--- src/rtl/axil_crossbar_port_arb.sv ---
// axil_crossbar_port_arb
//
// Per-master-port arbiter for the AXI4-lite crossbar. Shares one master address channel
// (AW or AR) between S_COUNT requesters. It grants one requester, drives its address valid,
// and holds the grant until the transaction's response handshake (m_done) completes.
//
// Ports:
//   clk, rst       clock, synchronous active-high reset
//   s_req          per-requester address valid
//   s_ack          one-cycle pulse: granted requester's address accepted
//   grant          one-hot current grant
//   grant_encoded  binary index of grant
//   grant_valid    grant active
//   m_avalid       address valid to master port
//   m_aready       address ready from master port
//   m_done         response handshake of the granted transaction
//   timeout_err    one-cycle pulse: response watchdog released the grant
//
// Build option: define AXIL_PORT_ARB_TIMEOUT_EN to add a response watchdog of
// TIMEOUT_CYCLES cycles. Without it timeout_err is tied low and RESP waits forever.
// All outputs are driven straight from flops.

module axil_crossbar_port_arb #(
  parameter int unsigned S_COUNT         = 4,
  parameter int unsigned ARB_ROUND_ROBIN = 1,
  parameter int unsigned TIMEOUT_CYCLES  = 1024,
  localparam int unsigned CL_S_COUNT     = (S_COUNT > 1) ? $clog2(S_COUNT) : 1
) (
  input  logic                  clk,
  input  logic                  rst,
  input  logic [S_COUNT-1:0]    s_req,
  output logic [S_COUNT-1:0]    s_ack,
  output logic [S_COUNT-1:0]    grant,
  output logic [CL_S_COUNT-1:0] grant_encoded,
  output logic                  grant_valid,
  output logic                  m_avalid,
  input  logic                  m_aready,
  input  logic                  m_done,
  output logic                  timeout_err
);

  if (S_COUNT < 1 || S_COUNT > 32) begin : g_bad_s_count
    $error("S_COUNT must be in 1..32");
  end
  if (TIMEOUT_CYCLES < 2) begin : g_bad_timeout
    $error("TIMEOUT_CYCLES must be at least 2");
  end

  typedef enum logic [1:0] {StIdle, StAddr, StResp} state_e;

  state_e                  state_q, state_d;
  logic [S_COUNT-1:0]      grant_q, grant_d;
  logic [S_COUNT-1:0]      s_ack_q, s_ack_d;
  logic [CL_S_COUNT-1:0]   grant_enc_q, grant_enc_d;
  logic [CL_S_COUNT-1:0]   last_grant_q, last_grant_d;
  logic                    grant_valid_q, grant_valid_d;
  logic                    m_avalid_q, m_avalid_d;

`ifdef AXIL_PORT_ARB_TIMEOUT_EN
  localparam int unsigned CntW = $clog2(TIMEOUT_CYCLES);
  logic [CntW-1:0] cnt_q, cnt_d;
  logic            timeout_err_q, timeout_err_d;
`endif

  // Arbitration. In RESP the search starts after the current grant, which becomes
  // last_grant on the same m_done cycle, so the re-arbitration has no bubble.
  logic [CL_S_COUNT-1:0] arb_last;
  logic [CL_S_COUNT-1:0] arb_idx;
  logic                  arb_found;
  logic [S_COUNT-1:0]    req_shift;
  int unsigned           cand;

  always_comb begin
    arb_last  = (state_q == StResp) ? grant_enc_q : last_grant_q;
    arb_found = 1'b0;
    arb_idx   = '0;
    req_shift = '0;
    cand      = 0;
    for (int unsigned k = 0; k < S_COUNT; k++) begin
      if (ARB_ROUND_ROBIN != 0) begin
        cand = (32'(arb_last) + k + 1) % S_COUNT;
      end else begin
        cand = k;
      end
      req_shift = s_req >> cand;
      if (!arb_found && req_shift[0]) begin
        arb_found = 1'b1;
        arb_idx   = CL_S_COUNT'(cand);
      end
    end
  end

  always_comb begin
    state_d       = state_q;
    grant_d       = grant_q;
    grant_enc_d   = grant_enc_q;
    grant_valid_d = grant_valid_q;
    m_avalid_d    = m_avalid_q;
    last_grant_d  = last_grant_q;
    s_ack_d       = '0;
`ifdef AXIL_PORT_ARB_TIMEOUT_EN
    cnt_d         = cnt_q;
    timeout_err_d = 1'b0;
`endif
    unique case (state_q)
      StIdle: begin
        if (arb_found) begin
          grant_d          = '0;
          grant_d[arb_idx] = 1'b1;
          grant_enc_d      = arb_idx;
          grant_valid_d    = 1'b1;
          m_avalid_d       = 1'b1;
          state_d          = StAddr;
        end
      end
      // s_req and m_done are ignored here; the grant is held until the address is taken.
      StAddr: begin
        if (m_aready) begin
          m_avalid_d = 1'b0;
          s_ack_d    = grant_q;
          state_d    = StResp;
`ifdef AXIL_PORT_ARB_TIMEOUT_EN
          cnt_d      = '0;
`endif
        end
      end
      StResp: begin
        if (m_done) begin
          last_grant_d = grant_enc_q;
          if (arb_found) begin
            grant_d          = '0;
            grant_d[arb_idx] = 1'b1;
            grant_enc_d      = arb_idx;
            m_avalid_d       = 1'b1;
            state_d          = StAddr;
          end else begin
            grant_d       = '0;
            grant_enc_d   = '0;
            grant_valid_d = 1'b0;
            state_d       = StIdle;
          end
        end
`ifdef AXIL_PORT_ARB_TIMEOUT_EN
        else if (cnt_q == CntW'(TIMEOUT_CYCLES - 1)) begin
          // Treat the abandoned transaction as served so the stuck requester drops priority.
          last_grant_d  = grant_enc_q;
          timeout_err_d = 1'b1;
          grant_d       = '0;
          grant_enc_d   = '0;
          grant_valid_d = 1'b0;
          state_d       = StIdle;
        end else begin
          cnt_d = cnt_q + CntW'(1);
        end
`endif
      end
      default: state_d = StIdle;
    endcase
  end

  always_ff @(posedge clk) begin
    if (rst) begin
      state_q       <= StIdle;
      grant_q       <= '0;
      grant_enc_q   <= '0;
      grant_valid_q <= 1'b0;
      m_avalid_q    <= 1'b0;
      s_ack_q       <= '0;
      last_grant_q  <= CL_S_COUNT'(S_COUNT - 1);
`ifdef AXIL_PORT_ARB_TIMEOUT_EN
      cnt_q         <= '0;
      timeout_err_q <= 1'b0;
`endif
    end else begin
      state_q       <= state_d;
      grant_q       <= grant_d;
      grant_enc_q   <= grant_enc_d;
      grant_valid_q <= grant_valid_d;
      m_avalid_q    <= m_avalid_d;
      s_ack_q       <= s_ack_d;
      last_grant_q  <= last_grant_d;
`ifdef AXIL_PORT_ARB_TIMEOUT_EN
      cnt_q         <= cnt_d;
      timeout_err_q <= timeout_err_d;
`endif
    end
  end

  assign grant         = grant_q;
  assign grant_encoded = grant_enc_q;
  assign grant_valid   = grant_valid_q;
  assign m_avalid      = m_avalid_q;
  assign s_ack         = s_ack_q;
`ifdef AXIL_PORT_ARB_TIMEOUT_EN
  assign timeout_err   = timeout_err_q;
`else
  assign timeout_err   = 1'b0;
`endif

endmodule

--- config.mk ---
export PLATFORM = sky130hd
export DESIGN_NAME = axil_crossbar_port_arb
export DESIGN_NICKNAME = d
export VERILOG_FILES = /design/src/rtl/axil_crossbar_port_arb.sv
export SDC_FILE = /design/constraint.sdc
export NUM_CORES = 1
export LEC_CHECK = 0
export ABC_CLOCK_PERIOD_IN_PS = 1800
export BUFFER_PORTS_ARGS = -buffer_cell sky130_fd_sc_hd__buf_2
export CORE_UTILIZATION = 53
export CTS_BUF_LIST = sky130_fd_sc_hd__clkbuf_8
export CTS_CLUSTER_SIZE = 30
export DETAILED_ROUTE_END_ITERATION = 6
export MAX_ROUTING_LAYER = met4
export PLACE_DENSITY = 0.82
export SLEW_MARGIN = 20
export SYNTH_ARGS = -nofsm -noshare
export SYNTH_HDL_FRONTEND = slang
export SYNTH_SLANG_ARGS = --single-unit
--- constraint.sdc ---
create_clock -name clk -period 1.8 [get_ports clk]
set_input_delay 0.36 -clock clk [delete_from_list [all_inputs] [get_ports clk]]
set_output_delay 0.36 -clock clk [all_outputs]
set_load 0.02 [all_outputs]
==> qor.yml, run 1 <==
critical_path:
  rr_endpoint: "grant[0]"
  crit_chain: "nor2b_4 -> buf_6 -> mux2i_4 -> o21bai_4 -> a2111oi_4 -> a32o_1"
  worstReg2RegStart: "state_q[0]"
  cp.arrival_ns: 1.94
  required_ns: 1.99
  cp-startpoint: "state_q[0]"
  slowest_delay_ns: 0.47
  r2r_setup_slack_ns: 0.05
  rr_worst_depth: 6
  start_kind: "register"
  cp_slowest_cell: "a2111oi_4"
  end_kind: "register"
  critical_path_class: "register to register"
  crit_path_end: "grant[0]"
  path_max_fanout: 7
clock_network:
  clock_latency_ns: 0.25
  cts_root_buf: "clkbuf_8"
  hold_buffers: 0
  cts_tree: "built"
  max-clock-path-buffers: 2
  cts_buffers: 3
  cts_sinks: 16
  path_clk_slew_ns: 0.06
  cts-htree-levels: 1
global_routing:
  grt_overflow: 0
  antenna_found_initial: 0
  grt_pass1_wl_mm: 3.11
  grt_pass1_vias: 706
  gr-usage-all-layers: 0.239
  grt_max_degree: 18
floorplan:
  num_rows: 13
  die_w_um: 41.7
  die_h_um: 41.7
  core_um2: 1380
  die_area_um2: 1740
  initial_core_util: 0.605
  ios: 21
sta:
  slew_violations: 0
  setup_viol: 0
  period_needed_ns: 1.75
  worst_hold_slack_ns: 0.423
  finalHoldViolCount: 0
  rsz0062_at_grt: "yes"
  finClkSkew_ns: 0.00556
  period_share: 0.972
  fmax_mhz: 572
logic_synthesis:
  ys_types: 33
  synth_ff_type: "dfxtp_1"
  syn_area_um2: 837
  synth_edf_count: 0
  netlist_instances: 92
  yosys_warnings: 0
  synth_common_cells: "16 x dfxtp_1, 11 x nor2_1, 7 x a21oi_1, 5 x nand3b_1, 5 x nor2b_1"
  synthArstFlopShare: 0
  syn_nets: 100
  post-synth-top-count-cell: "dfxtp_1"
  synth_top_area_frac: 0.383
  ys_ff_latch: 16
  synth_area_leaders: "dfxtp_1 38%, nor2_1 4.9%, nand3b_1 4.5%"
  ys_seq_area_frac: 0.383
  yosys.area.top_type: "dfxtp_1"
  syn_avg_cell_area_um2: 9.10
routing:
  wl_met1_um: 902
  vias: 792
  route.met3.wl_um: 86
  dr.max_layer_used: "met4"
  vias_per_cell: 5.95
  wl_met2_mm: 1.03
  wl_per_cell_um: 15.3
  drc: 0
  ant_nets: 0
  first_pass_iters: 4
  routed_wl_mm: 2.03
  drt_iter0_drc: 26
finish:
  multi_input_area_um2: 527
  fillers: 112
  seqCellArea_um2: 322
  drive_gt1_frac: 0.398
  nets: 127
  area_growth_pct: 30.9
  diodes: 0
  fin_util: 0.793
hold_path:
  hp-class: "input pin to register"
placed_design:
  dp.final_hpwl_mm: 1.29
  numPortBuffers: 19
  gp_congestion: 0.804
job:
  cap_violations: 0
power_and_ir_drop:
  p_leak_uw: 0.000493
  p_per_area_nw_per_um2: 861
  ir_drop_v: 0.000613
outcome:
  outcome: "finished clean"
## worst min-delay path by stage
stage,end,start,slack [ns],depth (start not counted)
2_1_floorplan,last_grant_q[0],last_grant_q[0],0.49,2
3_3_place_gp,s_ack[2],grant[2],0.45,1
3_5_place_dp,s_ack[0],grant[0],0.46,1
4_1_cts,state_q[1],m_aready,0.42,3
5_1_grt,state_q[1],m_aready,0.42,3
6_report,state_q[1],m_aready,0.42,3
## what timing repair did
| action | 4_1_cts | 5_1_grt |
|---|---|---|
| buffers inserted | 0 | 1 |
| pin swaps | 1 | 5 |
| gates resized for setup | 6 | 6 |
| endpoints found under the setup margin | 5 | 5 |
## placed cells by master, fill, tap and decap left out, drive strengths merged
master   count
a2111oi      1
a211oi       3
a21oi        7
a31oi        1
a32o         2
and2         5
buf         28
clkbuf       4
conb         1
dfxtp       16
inv          2
mux2         1
mux2i        2
nand2        4
nand2b       3
nand3        1
nand3b       5
nor2        11
nor2b        5
nor3         2
nor3b        1
o211ai       2
o21a         1
o21ai        2
o21bai       3
o31ai        1
o41ai        2
or4          1
or4b         1
## metrics by stage
| stage | instance area, um2 | std cells | power [uW] | setup WS [ns] | setup TNS [ns] |
|---|---|---|---|---|---|
| floorplan | 837 | 92 | 540 | 0.111 | 0 |
| global placement | 992 | 130 | 609 | 0.0108 | 0 |
| detailed placement | 992 | 130 | 614 | -0.0278 | -0.0644 |
| CTS | 1070 | 134 | 936 | 0.0133 | 0 |
| global route | 1100 | 133 | 987 | -0.0321 | -0.0723 |
| finish | 1100 | 133 | 944 | 0.0512 | 0 |
## routing by layer
layer  vias to the layer above  track usage
met5                         -            -
met4                         0        0.103
met3                         2       0.0391
met2                        31        0.381
met1                       378        0.296
li1                        381            -
## cell families (layout without fill, tap and decap cells)
logic type	Yosys count	in the layout	synth area share
AOI/OAI and AO/OA	25	25	0.256
buffers and inverters	8	34	0.0493
muxes	3	3	0.0418
other	1	1	0.00448
DFF	16	16	0.383
and+or+nand+nor	39	39	0.266
## report_power, final
group	switching, uW	internal, uW
sequential	17.8	378
combinational	132	101
clock	120	194
## flip-flops by register name, summed over array words and instances (netlist names)
signal	count
grant	4
s_ack	4
grant_encoded	2
last_grant_q	2
state_q	2
grant_valid	1
m_avalid	1
## layout make-up
cell class / instances / share of cell area
well taps: 15 / 0.0171
clock buffers: 4 / 0.0502
repair buffers: 28 / 0.152
flip-flops and latches: 16 / 0.293
inverters: 2 / 0.00685
multi-input cells: 68 / 0.481
## worst max-delay path: cells and delay by family (launching register included)
family | cells | cell delay [ns]
muxes | 1 | 0.27
and+or+nand+nor | 1 | 0.13
AOI/OAI and AO/OA | 3 | 0.78
DFF | 1 | 0.36
buffers and inverters | 1 | 0.14
Note: power is estimated with default switching activity, not from simulation.
==> inputs of run 2 (changes only) <==
ABC_CLOCK_PERIOD_IN_PS = 1550   (was 1800)
CORE_UTILIZATION = 48   (was 53)
PLACE_DENSITY = 0.78   (was 0.82)
clock period = 1.55 ns   (was 1.8 ns; I/O delays follow)
==> qor.yml, run 2 (synthesis gave the netlist of run 1 again) <==
routing:
  routed_wl_mm: 2.12
  vias_per_cell: 5.70
  drt_iter0_drc: 19
  ant_nets: 0
  wl_per_cell_um: 14.9
  first_pass_iters: 6
  vias: 810
  drc: 3
finish:
  fillers: 109
  nets: 135
  final_cell_area_um2: 1200
  area_growth_pct: 43.0
  diodes: 0
  drive_gt1_frac: 0.476
  multi_input_area_um2: 558
  final_common_cell: "buf_2"
  layout_common_cells: "19 x buf_2, 16 x buf_4, 12 x dfxtp_1, 11 x nor2_1"
  seqCellArea_um2: 330
hold_path:
  min-delay-start: "m_aready"
  hold_end: "state_q[1]"
  min_delay_path_depth: 3
  hp-class: "input pin to register"
clock_network:
  path_clk_slew_ns: 0.06
  cts_tree: "built"
  clock_latency_ns: 0.25
  max-clock-path-buffers: 2
  cts-htree-levels: 1
  cts_buffers: 3
  cts_root_buf: "clkbuf_8"
  hold_buffers: 0
  cts_sinks: 16
global_routing:
  grt_pass1_wl_mm: 3.15
  antenna_found_initial: 0
  grt_pass1_vias: 755
  gr-usage-all-layers: 0.229
  grt_overflow: 0
  grt_max_degree: 18
sta:
  setup_viol: 5
  finClkSkew_ns: 0.00193
  period_needed_ns: 1.81
  worst_hold_slack_ns: 0.378
  timing.final.ws_setup_ns: -0.262
  fmax_mhz: 552
  period_share: 1.17
  rsz0062_at_grt: "yes"
  finalHoldViolCount: 0
  slew_violations: 0
power_and_ir_drop:
  internal-power_uw: 808
  p_clk_frac: 0.321
  pwr-share-comb: 0.272
  sequentialPowerShare: 0.407
  p_switching_uw: 327
  p_leak_uw: 0.000543
  ir_drop_v: 0.000606
  p_per_area_nw_per_um2: 948
  switching_share: 0.288
floorplan:
  die_w_um: 43.8
  die_h_um: 43.8
  num_rows: 14
  ios: 21
  die_area_um2: 1910
  core_um2: 1560
  initial_core_util: 0.537
critical_path:
  cp.arrival_ns: 1.95
  cp_slowest_cell: "or4b_4"
  rr_endpoint: "grant[1]"
  slowest_delay_ns: 0.54
  worstReg2RegStart: "state_q[0]"
  crit_chain: "or4b_4 -> o31ai_4 -> buf_4 -> a21oi_2 -> and2_4 -> o41ai_2"
  critical_path_class: "register to register"
  path_max_fanout: 4
  start_kind: "register"
  required_ns: 1.68
  r2r_setup_slack_ns: -0.26
  rr_worst_depth: 6
  end_kind: "register"
placed_design:
  gp_congestion: 0.803
  numPortBuffers: 19
  dp.final_hpwl_mm: 1.33
  placed_area_um2: 1050
job:
  cap_violations: 0
outcome:
  outcome: "complete, but fails checks"
  violations: "DRC, setup timing"
-- run 2: critical path: cells and delay by family, from the launching register on --
| kind | cells | cell delay (ns) |
|---|---|---|
| and+or+nand+nor | 2 | 0.69 |
| DFF | 1 | 0.36 |
| buffers and inverters | 1 | 0.15 |
| AOI/OAI and AO/OA | 3 | 0.50 |
-- run 2: area by class of cell --
| type | count | share of cell area |
|---|---|---|
| Multi-Input combinational cell | 68 | 0.466 |
| Sequential cell | 16 | 0.276 |
| Timing Repair Buffer | 36 | 0.189 |
| Clock buffer | 4 | 0.0460 |
| Tap cell | 16 | 0.0167 |
| Inverter | 2 | 0.00627 |
-- run 2: routing by layer --
layer | share of wire | wire [um] | vias up | track usage
met5 | 0 | 0 | - | -
met4 | 0.017 | 36 | 0 | 0.113
met3 | 0.032 | 67 | 6 | 0.0417
met2 | 0.50 | 1060 | 21 | 0.346
met1 | 0.45 | 949 | 382 | 0.290
li1 | - | - | 401 | -
-- run 2: through the flow --
step	utilization	worst slack [ns]	total power [uW]	std cells	setup TNS [ns]
finish	0.768	-0.262	1140	142	-0.899
global placement	0.673	-0.206	726	136	-0.946
detailed placement	0.673	-0.237	733	136	-1.20
floorplan	-	-0.0517	633	92	-0.154
CTS	0.736	-0.186	1120	140	-0.853
global route	0.768	-0.303	1190	142	-1.19
-- run 2: repair_timing --
item	4_1_cts	5_1_grt
setup buffers	1	4
pin swaps	2	3
gates resized for setup	8	7
endpoints found under the setup margin	5	6
gates cloned	0	0
-- run 2: power by group through the flow --
stage / clock, uW / sequential [uW] / combinational [uW]
floorplan: 0 / 493 / 140
global placement: 0 / 464 / 262
detailed placement: 0 / 466 / 267
CTS: 373 / 459 / 283
global route: 387 / 467 / 332
finish: 364 / 462 / 309
-- run 2: worst max-delay path by stage --
stage               startpoint  endpoint  slack (ns)
global route        state_q[0]  grant[1]       -0.30
floorplan           state_q[1]  grant[1]       -0.05
detailed placement  state_q[0]  grant[1]       -0.24
global placement    state_q[0]  grant[1]       -0.21
CTS                 state_q[0]  grant[1]       -0.19
finish              state_q[0]  grant[1]       -0.26
==> inputs of run 3 (changes only) <==
RECOVER_POWER = 25   (was default)
==> qor.yml, run 3 (synthesis gave the netlist of run 1 again) <==
floorplan:
  initial_core_util: 0.537
  die_w_um: 43.8
  core_um2: 1560
  ios: 21
  die_area_um2: 1910
  num_rows: 14
  die_h_um: 43.8
critical_path:
  end_kind: "register"
  path_max_fanout: 4
  cp.arrival_ns: 1.94
  start_kind: "register"
  rr_worst_depth: 6
  required_ns: 1.68
  critical_path_class: "register to register"
global_routing:
  grt_max_degree: 18
  grt_pass1_vias: 755
  antenna_found_initial: 0
  grt_overflow: 0
  gr-usage-all-layers: 0.229
  grt_pass1_wl_mm: 3.15
finish:
  multi_input_area_um2: 558
  final_cell_area_um2: 1190
  area_growth_pct: 42.3
  seqCellArea_um2: 330
  layout_common_cells: "16 x buf_4, 14 x buf_2, 12 x dfxtp_1, 11 x nor2_1"
  drive_gt1_frac: 0.437
  final_common_cell: "buf_4"
  diodes: 0
  nets: 135
  fillers: 113
power_and_ir_drop:
  ir_drop_v: 0.000605
  p_switching_uw: 327
  p_per_area_nw_per_um2: 952
  sequentialPowerShare: 0.407
  p_leak_uw: 0.000521
  switching_share: 0.288
  internal-power_uw: 808
  pwr-share-comb: 0.272
  p_clk_frac: 0.321
hold_path:
  min_delay_path_depth: 3
  hp-class: "input pin to register"
sta:
  fmax_mhz: 552
  setup_viol: 5
  finalSetupTns_ns: -0.901
  finClkSkew_ns: 0.00203
  timing.final.ws_setup_ns: -0.261
  period_needed_ns: 1.81
  slew_violations: 0
  finalHoldViolCount: 0
  rsz0062_at_grt: "yes"
  period_share: 1.17
routing:
  vias: 810
  first_pass_iters: 6
  dr.max_layer_used: "met4"
  wl_met2_mm: 1.07
  vias_per_cell: 5.70
  wl_per_cell_um: 15.0
  drt_iter0_drc: 19
  drc: 3
  ant_nets: 0
  route.met3.wl_um: 75
  routed_wl_mm: 2.13
  wl_met1_um: 950
clock_network:
  cts_root_buf: "clkbuf_8"
  cts_sinks: 16
  cts_buffers: 3
  hold_buffers: 0
  max-clock-path-buffers: 2
  path_clk_slew_ns: 0.06
  cts_tree: "built"
  clock_latency_ns: 0.25
  cts-htree-levels: 1
job:
  cap_violations: 0
placed_design:
  placed_area_um2: 1050
  dp.final_hpwl_mm: 1.33
  numPortBuffers: 19
  gp_congestion: 0.803
outcome:
  outcome: "complete, but fails checks"
  violations: "DRC, setup timing"
## run 3: cell types whose count changed in the layout (fill, tap and decap cells not counted), sizes merged
| cell | change |
|---|---|
| clkbuf | +5 |
| buf | -5 |
## run 3: layout make-up
class	instances	share of cell area
clock buffers	4	0.0462
inverters	2	0.00630
multi-input cells	68	0.468
flip-flops and latches	16	0.277
well taps	16	0.0168
repair buffers	36	0.185
## run 3: final timing paths
kind | startpoint | to | slack, ns
setup reg to reg | state_q[0] | grant[1] | -0.26
hold / removal | m_aready | state_q[1] | 0.38
setup / recovery | state_q[0] | grant[1] | -0.26
hold reg to reg | grant[0] | s_ack[0] | 0.47
## run 3: timing repair
action	4_1_cts	5_1_grt
hold endpoints to repair	0	0
pin swaps	2	3
setup endpoints to repair	5	6
resized for setup	8	7
setup buffers	1	4
## run 3: worst max-delay path, cell delays in order, from the launching register on
cell and delay (ns):
dfxtp_4 0.36, or4b_4 0.54, o31ai_4 0.08, buf_4 0.15, a21oi_2 0.06, and2_4 0.15
o41ai_2 0.36
## run 3: power by group through the flow
stage	sequential (uW)	clock, uW	combinational (uW)
global route	467	387	332
CTS	459	373	283
detailed placement	466	0	267
floorplan	493	0	140
finish	462	364	309
global placement	464	0	262
## run 3: stage by stage
stage           util  total power, uW  hold WS, ns  worst slack (ns)  instances
6_report       0.764             1130        0.378            -0.261        142
5_1_grt        0.764             1190        0.387            -0.303        142
4_1_cts        0.736             1120        0.385            -0.186        140
3_5_place_dp   0.673              733        0.467            -0.237        136
3_3_place_gp   0.673              726        0.449            -0.206        136
2_1_floorplan      -              633        0.450           -0.0517         92
## run 3: per-layer routing
metal / vias to the layer above / GRT usage
li1: 401 / -
met1: 380 / 0.290
met2: 23 / 0.346
met3: 6 / 0.0417
met4: 0 / 0.113
met5: - / -
